### config.mk
export PLATFORM = sky130hd
export DESIGN_NAME = control_filtro_pb
export DESIGN_NICKNAME = d
export VERILOG_FILES = /design/src/rtl/control_filtro_pb_pkg.sv /design/src/rtl/control_filtro_pb.sv
export SDC_FILE = /design/constraint.sdc
export NUM_CORES = 1
export LEC_CHECK = 0
export BUFFER_PORTS_ARGS = -buffer_cell sky130_fd_sc_hd__buf_2
export CAP_MARGIN = 5
export CORE_MARGIN = 2
export CORE_UTILIZATION = 52
export DETAILED_ROUTE_END_ITERATION = 12
export GPL_ROUTABILITY_DRIVEN = 0
export HOLD_SLACK_MARGIN = 0.05
export MAX_ROUTING_LAYER = met4
export PLACE_DENSITY = 0.84
export SLEW_MARGIN = 30
export SYNTH_ARGS = -nofsm -noshare
export SYNTH_HDL_FRONTEND = slang
export SYNTH_SLANG_ARGS = --single-unit
### constraint.sdc
create_clock -name clk -period 2.7 [get_ports clk]
set_input_delay 0.135 -clock clk [delete_from_list [all_inputs] [get_ports clk]]
set_output_delay 0.135 -clock clk [all_outputs]
set_load 0.01 [all_outputs]
### src/rtl/control_filtro_pb_pkg.sv
// -----------------------------------------------------------------------------
// control_filtro_pb_pkg
// Shared constants for the second-order filter controller and its datapath:
// state encoding, multiplexer select codes, coefficient codes, enable masks
// and the state-to-control decoder.
// The muxpb5000 datapath uses the same select and coefficient codes.
// -----------------------------------------------------------------------------
package control_filtro_pb_pkg;

  // 4-bit binary state encoding. Each MAC step is an issue/write pair.
  typedef enum logic [3:0] {
    ST_IDLE  = 4'd0,
    ST_S0I   = 4'd1,
    ST_S0W   = 4'd2,
    ST_S1I   = 4'd3,
    ST_S1W   = 4'd4,
    ST_S2I   = 4'd5,
    ST_S2W   = 4'd6,
    ST_S3I   = 4'd7,
    ST_S3W   = 4'd8,
    ST_S4I   = 4'd9,
    ST_S4W   = 4'd10,
    ST_SHIFT = 4'd11,
    ST_FIN   = 4'd12
  } state_e;

  // Multiplicand select (selmuxS)
  localparam logic [2:0] SEL_S_FK  = 3'd0;
  localparam logic [2:0] SEL_S_FK1 = 3'd1;
  localparam logic [2:0] SEL_S_FK2 = 3'd2;

  // Coefficient select (selmuxC); B0 is reused as B2
  localparam logic [1:0] SEL_C_NEG_A1 = 2'd0;
  localparam logic [1:0] SEL_C_NEG_A2 = 2'd1;
  localparam logic [1:0] SEL_C_B0     = 2'd2;
  localparam logic [1:0] SEL_C_B1     = 2'd3;

  // Addend select (selmuxZ)
  localparam logic [2:0] SEL_Z_UK    = 3'd0;
  localparam logic [2:0] SEL_Z_ACUM1 = 3'd1;
  localparam logic [2:0] SEL_Z_ACUM2 = 3'd2;
  localparam logic [2:0] SEL_Z_ACUM3 = 3'd3;
  localparam logic [2:0] SEL_Z_ZERO  = 3'd4;

  // Enable masks, bit 0 = en1 ... bit 6 = en7
  localparam logic [6:0] EN_NONE  = 7'b000_0000;
  localparam logic [6:0] EN_YK    = 7'b000_0001;
  localparam logic [6:0] EN_FK    = 7'b000_0010;
  localparam logic [6:0] EN_FK1   = 7'b000_0100;
  localparam logic [6:0] EN_FK2   = 7'b000_1000;
  localparam logic [6:0] EN_ACUM1 = 7'b001_0000;
  localparam logic [6:0] EN_ACUM2 = 7'b010_0000;
  localparam logic [6:0] EN_ACUM3 = 7'b100_0000;

  typedef struct packed {
    logic       busy;
    logic       done;
    logic [6:0] en;
    logic [2:0] sel_s;
    logic [1:0] sel_c;
    logic [2:0] sel_z;
  } ctl_t;

  // Control word presented while the FSM sits in state s. Selects are shared
  // by both halves of a step; only the W half carries the step's enable.
  function automatic ctl_t decode_ctl(input state_e s);
    ctl_t c;
    c = '0;
    case (s)
      ST_S0I, ST_S0W: begin
        c.sel_s = SEL_S_FK1; c.sel_c = SEL_C_NEG_A1; c.sel_z = SEL_Z_UK;
      end
      ST_S1I, ST_S1W: begin
        c.sel_s = SEL_S_FK2; c.sel_c = SEL_C_NEG_A2; c.sel_z = SEL_Z_ACUM1;
      end
      ST_S2I, ST_S2W: begin
        c.sel_s = SEL_S_FK;  c.sel_c = SEL_C_B0;     c.sel_z = SEL_Z_ZERO;
      end
      ST_S3I, ST_S3W: begin
        c.sel_s = SEL_S_FK1; c.sel_c = SEL_C_B1;     c.sel_z = SEL_Z_ACUM2;
      end
      ST_S4I, ST_S4W: begin
        c.sel_s = SEL_S_FK2; c.sel_c = SEL_C_B0;     c.sel_z = SEL_Z_ACUM3;
      end
      default: begin
        c.sel_s = SEL_S_FK;  c.sel_c = SEL_C_NEG_A1; c.sel_z = SEL_Z_UK;
      end
    endcase
    case (s)
      ST_S0W:   c.en = EN_ACUM1;
      ST_S1W:   c.en = EN_FK;
      ST_S2W:   c.en = EN_ACUM2;
      ST_S3W:   c.en = EN_ACUM3;
      ST_S4W:   c.en = EN_YK;
      // Delay line shifts in one cycle: fk1<-fk and fk2<-old fk1 together
      ST_SHIFT: c.en = EN_FK1 | EN_FK2;
      default:  c.en = EN_NONE;
    endcase
    c.done = (s == ST_FIN);
    c.busy = (s != ST_IDLE);
    return c;
  endfunction

endpackage

### src/rtl/control_filtro_pb.sv
// -----------------------------------------------------------------------------
// control_filtro_pb
// Sequencer for the filtropb5000 second-order filter datapath. On a start
// strobe in IDLE it walks five MAC steps (issue + write each), shifts the
// delay line, then pulses done. All outputs come straight from flops loaded
// with the decode of the next state, so start never reaches an output
// combinationally.
// Ports:
//   clk        system clock, rising edge
//   reset      asynchronous, active-low
//   start      new-sample strobe, honoured only in IDLE
//   busy       high from S0I through FIN
//   done       one-cycle pulse in FIN; yk is valid from then on
//   en1..en7   datapath enables: yk, fk, fk1, fk2, acum1, acum2, acum3
//   selmuxS    multiplicand select
//   selmuxC    coefficient select
//   selmuxZ    addend select
// -----------------------------------------------------------------------------
module control_filtro_pb
  import control_filtro_pb_pkg::*;
(
  input  logic       clk,
  input  logic       reset,
  input  logic       start,
  output logic       busy,
  output logic       done,
  output logic       en1,
  output logic       en2,
  output logic       en3,
  output logic       en4,
  output logic       en5,
  output logic       en6,
  output logic       en7,
  output logic [2:0] selmuxS,
  output logic [1:0] selmuxC,
  output logic [2:0] selmuxZ
);

  state_e state_q, state_d;
  ctl_t   ctl_q, ctl_d;

  // Next-state logic: only IDLE looks at start, everything else just advances
  always_comb begin
    state_d = state_q;
    case (state_q)
      ST_IDLE:  state_d = start ? ST_S0I : ST_IDLE;
      ST_S0I:   state_d = ST_S0W;
      ST_S0W:   state_d = ST_S1I;
      ST_S1I:   state_d = ST_S1W;
      ST_S1W:   state_d = ST_S2I;
      ST_S2I:   state_d = ST_S2W;
      ST_S2W:   state_d = ST_S3I;
      ST_S3I:   state_d = ST_S3W;
      ST_S3W:   state_d = ST_S4I;
      ST_S4I:   state_d = ST_S4W;
      ST_S4W:   state_d = ST_SHIFT;
      ST_SHIFT: state_d = ST_FIN;
      ST_FIN:   state_d = ST_IDLE;
      default:  state_d = ST_IDLE;
    endcase
  end

  // Output decode of the state being entered, so the flopped outputs line up
  // with state_q
  always_comb begin
    ctl_d = decode_ctl(state_d);
  end

  // State and output registers, cleared asynchronously by reset
  always_ff @(posedge clk or negedge reset) begin
    if (!reset) begin
      state_q <= ST_IDLE;
      ctl_q   <= '0;
    end else begin
      state_q <= state_d;
      ctl_q   <= ctl_d;
    end
  end

  assign busy    = ctl_q.busy;
  assign done    = ctl_q.done;
  assign en1     = ctl_q.en[0];
  assign en2     = ctl_q.en[1];
  assign en3     = ctl_q.en[2];
  assign en4     = ctl_q.en[3];
  assign en5     = ctl_q.en[4];
  assign en6     = ctl_q.en[5];
  assign en7     = ctl_q.en[6];
  assign selmuxS = ctl_q.sel_s;
  assign selmuxC = ctl_q.sel_c;
  assign selmuxZ = ctl_q.sel_z;

endmodule

==> qor.yml, run 1 <==
outcome:
  outcome: "completed"
finish:
  drive_gt1_share_pct: 31.96
  seqCellArea_um2: 450.4
  multi_input_area_um2: 396.6
  n_antenna_cell: 0
  largest_reg_flops: 4
  post-route-util_pct: 59.93
  nNetsFinal: 105
  synthToLayoutAreaGrowth_pct: 10.22
  largest-register: "state_q"
  num-fill-cells: 140
  layout_common_cells: "18 x dfrtp_1, 18 x buf_2, 7 x and2_1"
cts:
  clock_sinks: 18
  clock_latency_ps: 280
  cts_tree: "built"
  clk_pin_slew_ps: 100
  clk_path_buf_depth: 2
  cts_root_buf: "clkbuf_4"
  cts_max_level: 1
  numCtsBuffers: 3
  post_cts_buffers: 0
setup_path:
  path_class: "reg -> reg"
  critical_path_buf_inv_count: 1
  r2r_slack_ps: 490
  end_kind: "register"
  cp-start-kind: "register"
  required_ps: 2930
  crit_fanout: 10
  cp_cell_sequence: "or2_4, o31ai_2, inv_1, ha_1, nand3b_1, a311oi_1, or2_1"
  worst_path_dominant_cell_family: "simple AND/OR/NAND/NOR gates"
  arrival_ps: 2440
  crit_path_max_incr_delay_ps: 490
  cpMaxStageDelayCell: "dfrtp_1"
timing:
  drv_slew: 0
  fin_skew_ps: 3.755
  fin_setup_tns_ps: 0
  timing.final.crit_share_pct: 81.87
  hold_viol: 0
  setup_viol: 0
  period_needed_ps: 2210
  clock.fmax_ghz: 0.4524
  rsz0062_at_grt: "false"
drt:
  initialDrtViolationCount: 29
  wl_per_cell_um: 12.87
  drc: 0
  dr_total_vias: 618
  routed_wl_um: 1467
  vias_per_cell: 5.421
  ant_nets: 0
  drt_pass1_iterations: 4
floorplan:
  die_area_um2: 2118
  rows: 15
  die_width_um: 46.03
  core-area_um2: 1689
  dieHeight_um: 46.03
  ios: 20
  start_util_pct: 54.37
synthesis:
  syn-num-nets: 88
  yosys_warnings: 0
  netlist_area_um2: 918.4
  synthesis.instances: 81
  synth_cell_types: 35
  synth_seq_cells: 18
  ys_seq_area_share_pct: 49.05
  synth_area_per_cell_um2: 11.34
global_route:
  grt_pass1_wl_um: 2428
  grt-ovfl-total: 0
  grt_use_total_pct: 16.32
  grt_max_degree: 19
  antenna_found_initial: 0
  grt_pass1_vias: 582
pwr:
  sequentialPowerShare_pct: 34.4
  ir_drop_v: 0.0008061
  switchingPower_mw: 0.5859
  intPower_mw: 0.7986
  leakage_nw: 0.5128
  powerDensity_nw_per_um2: 1368
  combPwrFrac_pct: 54.2
  clockPowerShare_pct: 11.4
  netSwitchingFraction_pct: 42.32
placement:
  portBuffers: 18
  hpwl_um: 1128
min_path:
  min-delay-path-class: "in -> reg"
run:
  max-cap-violations: 0
[logic make-up after synthesis]
kind of cell    count (synthesis)  synth area share [%]
compound gates                 19                 15.94
xor+xnor                        1                0.9539
fa+ha+maj                       4                 5.450
buf+inv                         9                 7.766
flops                          18                 49.05
mux                             1                 1.090
other cells                     1                0.4083
simple gates                   28                 19.35
[final timing paths]
| path | start | end | depth (start not counted) |
|---|---|---|---|
| setup / recovery | state_q[3]$_DFF_PN0_ | selmuxZ[1]$_DFF_PN0_ | 7 |
| hold / removal | start | state_q[0]$_DFF_PN0_ | 3 |
| setup reg to reg | state_q[3]$_DFF_PN0_ | selmuxZ[1]$_DFF_PN0_ | 7 |
| hold reg to reg | state_q[3]$_DFF_PN0_ | selmuxC[0]$_DFF_PN0_ | 1 |
| max in group asynchronous | reset | en4$_DFF_PN0_ | 2 |
| min in group asynchronous | reset | busy$_DFF_PN0_ | 2 |
[cell usage after synthesis]
cell type	instances	area, µm²
a211o_1	1	8.760
or2_4	1	8.760
a21oi_1	4	20.02
or2_1	1	6.260
conb_1	1	3.750
nor2b_1	2	12.51
buf_4	4	30.03
a21bo_1	1	10.01
o31ai_2	1	12.51
nand3_4	1	17.52
a21bo_2	1	10.01
and3_2	1	7.510
a211oi_2	1	12.51
and2_2	1	7.510
and2_1	7	43.79
a221oi_2	1	15.01
o21ai_0	2	10.01
nand3b_1	2	15.01
nor2_1	2	7.510
nand2_1	4	15.01
xor2_1	1	8.760
dfrtp_1	18	450.4
buf_6	3	33.78
mux2i_1	1	10.01
ha_1	4	50.05
nand2b_1	2	12.51
a21boi_0	1	7.510
inv_1	2	7.510
nor3_1	3	15.01
a311oi_1	1	8.760
and2_4	1	8.760
o22ai_1	2	12.51
o21ai_1	1	5.000
a21boi_1	1	7.510
a31oi_1	1	6.260
[per-stage QoR]
step | setup slack (ps) | hold slack, ps | area [µm²] | total power [mW] | cells
final | 489.6 | 153.7 | 1012 | 1.385 | 114
after CTS | 457.9 | 157.3 | 1012 | 1.392 | 114
after global placement | 586.6 | 72.28 | 965.9 | 1.212 | 109
after detailed placement | 479.4 | 79.63 | 965.9 | 1.230 | 109
after global routing | 340.4 | 155.4 | 1012 | 1.505 | 114
after floorplan | 739.4 | -160.6 | 918.4 | 1.090 | 81
[per-layer routing]
metal	GRT usage (%)	vias up	wire, µm
met5	-	-	0
met4	8.000	0	17
met3	1.587	2	45
met2	24.44	18	733
met1	21.89	289	671
li1	-	309	-
[cell type report]
cell class / instances / share of cell area (%)
Sequential cell: 18 / 44.50
Multi-Input combinational cell: 54 / 39.18
Timing Repair Buffer: 19 / 9.889
Clock buffer: 4 / 3.585
Tap cell: 17 / 2.101
Inverter: 2 / 0.7417
[timing repair]
item / CTS / global route
resized for setup: 0 / 0
hold buffers: 1 / 0
endpoints found under the hold margin: 18 / 0
[power groups by stage]
stage	Combinational [mW]	Sequential (mW)	Clock (mW)
after floorplan	0.636	0.455	0
after global placement	0.736	0.476	0
after detailed placement	0.750	0.480	0
after CTS	0.755	0.475	0.163
after global routing	0.829	0.500	0.176
final	0.750	0.476	0.158
[worst min-delay path, stage by stage]
cell     delay, ps
buf_2           80
o31ai_2        100
inv_1           80
(Power assumes the default switching activity.)
==> run 2, diff against run 1 <==
- CORE_UTILIZATION: 52 -> 47
- PLACE_DENSITY: 0.84 -> 0.8
- clock period: 2.7 -> 1.85 ns (I/O delays scaled with it)
==> run 2 against run 1 <==
The flow now finishes with violations (negative setup slack); maximum frequency rose by 18%; largest power group unchanged; sequential share of layout area shrank 5.1 points; non-clock buffer count is 10 higher; clock skew is 6.2 ps higher; setup slack got worse by 510 ps; cell count up 16%; via count increased by 14%; utilization rose by 4.6 points; highest routed layer unchanged; critical endpoint unchanged.
==> qor.yml, run 2 (synthesis gave the netlist of run 1 again) <==
outcome:
  outcome: "finished, violations left"
  violations: "negative setup slack"
finish:
  largest_reg_flops: 4
  nNetsFinal: 115
  final_common_cell: "buf_2"
  layout_common_cells: "18 x buf_2, 16 x dfrtp_1, 10 x buf_4, 7 x and2_1, 4 x nand2_1"
  design_area_um2: 1150
  drive_gt1_share_pct: 47.66
  final_cells: 132
  n_antenna_cell: 0
  synthToLayoutAreaGrowth_pct: 25.20
  largest-register: "state_q"
  num-fill-cells: 134
cts:
  cts_max_level: 1
  numCtsBuffers: 3
  clk_path_buf_depth: 2
  cts_tree: "built"
  clock_latency_ps: 300
  post_cts_buffers: 0
  clk_pin_slew_ps: 110
  cts_root_buf: "clkbuf_4"
  clock_sinks: 18
setup_path:
  cpMaxStageDelayCell: "dfrtp_1"
  rr_worst_depth: 7
  path_class: "reg -> reg"
  critical_path_buf_inv_count: 1
  r2r_end: "selmuxZ[1]$_DFF_PN0_"
  cp_cell_sequence: "or2_4, o31ai_4, inv_2, ha_4, nand3b_1, a311oi_1, or2_1"
  rr_startpoint: "state_q[3]$_DFF_PN0_"
  required_ps: 2100
  worst_path_dominant_cell_family: "simple AND/OR/NAND/NOR gates"
  r2r_slack_ps: -20
  crit_fanout: 7
  arrival_ps: 2120
  cp-start-kind: "register"
  end_kind: "register"
  crit_path_max_incr_delay_ps: 420
drt:
  vias_per_cell: 5.356
  wl_per_cell_um: 14.47
  drt_pass1_iterations: 4
  routed_wl_um: 1910
  ant_nets: 0
  drc: 0
  initialDrtViolationCount: 38
  dr_total_vias: 707
timing:
  setup_viol: 1
  timing.final.crit_share_pct: 101.2
  drv_slew: 0
  rsz0062_at_grt: "true"
  period_needed_ps: 1873
  fin_skew_ps: 9.969
  clock.fmax_ghz: 0.5339
  hold_ws_ps: 110.2
  timing.final.ws_setup_ps: -22.91
  hold_viol: 0
  fin_setup_tns_ps: -22.91
placement:
  portBuffers: 18
  hpwl_um: 1400
  dpl_cell_area_um2: 1070
  dp.cells: 127
global_route:
  grt_pass1_vias: 644
  antenna_found_initial: 0
  grt_max_degree: 19
  grt_use_total_pct: 18.79
  grt-ovfl-total: 0
  grt_pass1_wl_um: 2849
run:
  max-cap-violations: 0
floorplan:
  core-area_um2: 1783
  dieHeight_um: 48.21
  rows: 15
  die_area_um2: 2324
  start_util_pct: 51.51
  die_width_um: 48.21
  ios: 20
pwr:
  powerDensity_nw_per_um2: 2186
  leakage_nw: 0.5611
  ir_drop_v: 0.001295
  power_mw: 2.513
min_path:
  min-delay-path-class: "in -> reg"
  hold_start: "start"
  holdPathStages: 3
  whs_endpoint: "state_q[0]$_DFF_PN0_"
[run 2: changes by cell type in the layout (fill, tap and decap cells not counted), sizes merged]
cell	delta
buf	+10
[run 2: layer usage]
layer	track usage (%)	vias up	share of wire, %
li1	-	326	-
met4	8.649	0	3.4
met1	23.57	339	42
met2	30.79	34	49
met5	-	-	0
met3	1.111	8	5.4
[run 2: worst register-to-register path: cells and delay by family (launching register included)]
family	cells	cell delay, ps
and+or+nand+nor	3	560
AOI/OAI and AO/OA	2	550
buffers and inverters	1	110
adders and majority gates	1	200
DFF	1	420
[run 2: how the worst max path moves through the flow]
stage | start | endpoint | slack, ps | depth (start not counted)
floorplan | state_q[3]$_DFF_PN0_ | selmuxZ[1]$_DFF_PN0_ | -4 | 8
global placement | state_q[0]$_DFF_PN0_ | selmuxZ[0]$_DFF_PN0_ | 50 | 6
detailed placement | state_q[3]$_DFF_PN0_ | selmuxZ[0]$_DFF_PN0_ | 30 | 6
CTS | state_q[3]$_DFF_PN0_ | selmuxS[0]$_DFF_PN0_ | 20 | 6
global route | state_q[3]$_DFF_PN0_ | selmuxS[0]$_DFF_PN0_ | -80 | 7
finish | state_q[3]$_DFF_PN0_ | selmuxZ[1]$_DFF_PN0_ | -20 | 7
[run 2: through the flow]
step | worst slack [ps] | utilization (%)
global placement | 46.77 | 60.00
detailed placement | 26.10 | 60.00
global route | -76.94 | 64.49
finish | -22.91 | 64.49
floorplan | -4.246 | -
CTS | 18.16 | 62.60
[run 2: timing repair]
action                     4_1_cts  5_1_grt
pin swaps                        0        1
hold endpoints to repair        18        0
hold buffers                     1        0
gates resized for setup          1        9
setup endpoints to repair        1        4
[run 2: power breakdown]
group / internal [mW] / switching [mW]
combinational: 0.786 / 0.846
clock: 0.120 / 0.126
sequential: 0.548 / 0.0872
total: 1.45 / 1.06
[run 2: final cells by class]
| cell class | instances | area, µm² | area share (%) |
|---|---|---|---|
| inverters | 2 | 7.507 | 0.6529 |
| flip-flops and latches | 18 | 452.9 | 39.39 |
| clock buffers | 4 | 36.28 | 3.156 |
| multi-input cells | 54 | 446.7 | 38.85 |
| well taps | 25 | 31.28 | 2.720 |
| repair buffers | 29 | 175.2 | 15.23 |
==> run 3, diff against run 2 <==
- CORE_MARGIN: 2 -> unset
- CORE_UTILIZATION: 47 -> 23
- PLACE_DENSITY: 0.8 -> 0.49
==> run 3 against run 2 <==
The run now ends clean; non-clock buffer count increased by 6; clock-buffer cell count unchanged; worst hold slack improved by 130 ps; register-to-register slack improved by 60 ps; utilization decreased by 31 points; maximum frequency increased by 3.1%; cell count increased by 22%; die area increased by 83%; flip-flop and latch count unchanged; power increased by 5.7%; clock skew decreased by 3.7 ps; critical endpoint unchanged.
==> qor.yml, run 3 (synthesis gave the netlist of run 1 again) <==
setup_path:
  arrival_ps: 1970
  cp_cell_sequence: "or2_4, o31ai_4, inv_2, ha_4, a21bo_2, a311oi_1, or2_1"
  cp.depth: 7
  crit_fanout: 6
  rr_worst_depth: 7
  crit_start: "state_q[2]$_DFF_PN0_"
  path_class: "reg -> reg"
  cp-start-kind: "register"
  critPathCapture: "selmuxZ[1]$_DFF_PN0_"
  critical_path_buf_inv_count: 1
  cpMaxStageDelayCell: "dfrtp_1"
  worst_path_dominant_cell_family: "compound AO/OA/AOI/OAI gates"
  required_ps: 2000
  r2r_end: "selmuxZ[1]$_DFF_PN0_"
  end_kind: "register"
  r2r_slack_ps: 30
  rr_startpoint: "state_q[2]$_DFF_PN0_"
  crit_path_max_incr_delay_ps: 410
pwr:
  combPwrFrac_pct: 64.4
  powerDensity_nw_per_um2: 2143
  netSwitchingFraction_pct: 39.56
  power_mw: 2.657
  ir_drop_v: 0.0004679
  clockPowerShare_pct: 12.4
  switchingPower_mw: 1.051
  leakage_nw: 0.6024
  sequentialPowerShare_pct: 23.2
  intPower_mw: 1.606
outcome:
  outcome: "completed"
placement:
  hpwl_um: 1473
  dpl_cell_area_um2: 1129
  dp.cells: 154
  portBuffers: 18
floorplan:
  core-area_um2: 3744
  dieHeight_um: 65.19
  rows: 22
  die_area_um2: 4250
  ios: 20
  die_width_um: 65.19
  start_util_pct: 24.53
global_route:
  grt_use_total_pct: 10.91
  grt-ovfl-total: 0
  antenna_found_initial: 0
  grt_max_degree: 19
  grt_pass1_vias: 711
  grt_pass1_wl_um: 3305
finish:
  drive_gt1_share_pct: 46.90
  design_area_um2: 1240
  layout_common_cells: "18 x dfrtp_1, 18 x buf_2, 16 x buf_4, 7 x and2_1"
  final_cells: 161
  largest_reg_flops: 4
  n_antenna_cell: 0
  largest-register: "state_q"
  nNetsFinal: 121
  synthToLayoutAreaGrowth_pct: 35.01
cts:
  cts_root_buf: "clkbuf_8"
  clock_latency_ps: 260
  cts_tree: "built"
  cts_max_level: 1
  clk_pin_slew_ps: 70
  numCtsBuffers: 3
  clk_path_buf_depth: 2
  clock_sinks: 18
drt:
  wl_per_cell_um: 12.17
  dr_total_vias: 688
  ant_nets: 0
  vias_per_cell: 4.273
  drc: 0
  routed_wl_um: 1960
  drt_pass1_iterations: 4
  initialDrtViolationCount: 20
timing:
  timing.final.crit_share_pct: 98.23
  period_needed_ps: 1817
  fin_skew_ps: 6.297
  setup_viol: 0
  rsz0062_at_grt: "true"
  clock.fmax_ghz: 0.5503
  drv_slew: 0
  hold_viol: 0
min_path:
  min-delay-path-class: "in -> reg"
run:
  max-cap-violations: 0
run 3: worst min path at each step:
| stage | from | endpoint | slack, ps | cells past startpoint |
|---|---|---|---|---|
| after floorplan | reset | busy$_DFF_PN0_ | -200 | 0 |
| after global placement | reset | busy$_DFF_PN0_ | 40 | 1 |
| after detailed placement | reset | busy$_DFF_PN0_ | 50 | 1 |
| after CTS | start | state_q[0]$_DFF_PN0_ | 130 | 3 |
| after global routing | start | state_q[0]$_DFF_PN0_ | 250 | 4 |
| final | start | state_q[0]$_DFF_PN0_ | 240 | 4 |
run 3: through the flow:
stage / setup TNS, ps / hold slack (ps) / worst slack [ps] / util [%]
global route: -51.13 / 252.1 / -27.12 / 33.12
floorplan: -4.246 / -203.1 / -4.246 / -
finish: 0 / 236.0 / 32.76 / 33.12
detailed placement: 0 / 48.38 / 48.91 / 30.15
CTS: 0 / 125.6 / 28.98 / 31.89
global placement: 0 / 42.25 / 53.84 / 30.15
run 3: per-layer routing:
metal  GRT usage (%)  vias up  share of wire, %
li1                -      340                 -
met2           17.27       14                50
met1           11.75      326                42
met3           1.389        8               2.6
met4           10.33        0               5.1
met5               -        -                 0
run 3: power by group through the flow:
stage	clock (mW)	combinational, mW	sequential (mW)
floorplan	0	0.978	0.664
global placement	0	1.55	0.620
detailed placement	0	1.56	0.623
CTS	0.343	1.57	0.617
global route	0.354	1.87	0.632
finish	0.329	1.71	0.617
run 3: cell type report:
| cell class | count | area (µm²) |
|---|---|---|
| sequential | 18 | 450.4 |
| multi-input combinational | 54 | 446.7 |
| clock buffer | 4 | 55.05 |
| inverter | 2 | 7.507 |
| tap | 48 | 60.06 |
| timing repair buffer | 35 | 220.2 |
| fill | 406 | 2504 |
run 3: worst reg2reg max path, cell delays in order, from the launching register on:
cell and delay [ps]:
dfrtp_1 410, or2_4 250, o31ai_4 280, inv_2 100, ha_4 190, a21bo_2 190
a311oi_1 70, or2_1 210
run 3: repair_timing:
action / 4_1_cts / 5_1_grt
hold endpoints to repair: 18 / 0
setup buffers: 0 / 2
resized for setup: 0 / 7
hold buffers: 1 / 0
endpoints found under the setup margin: 0 / 4
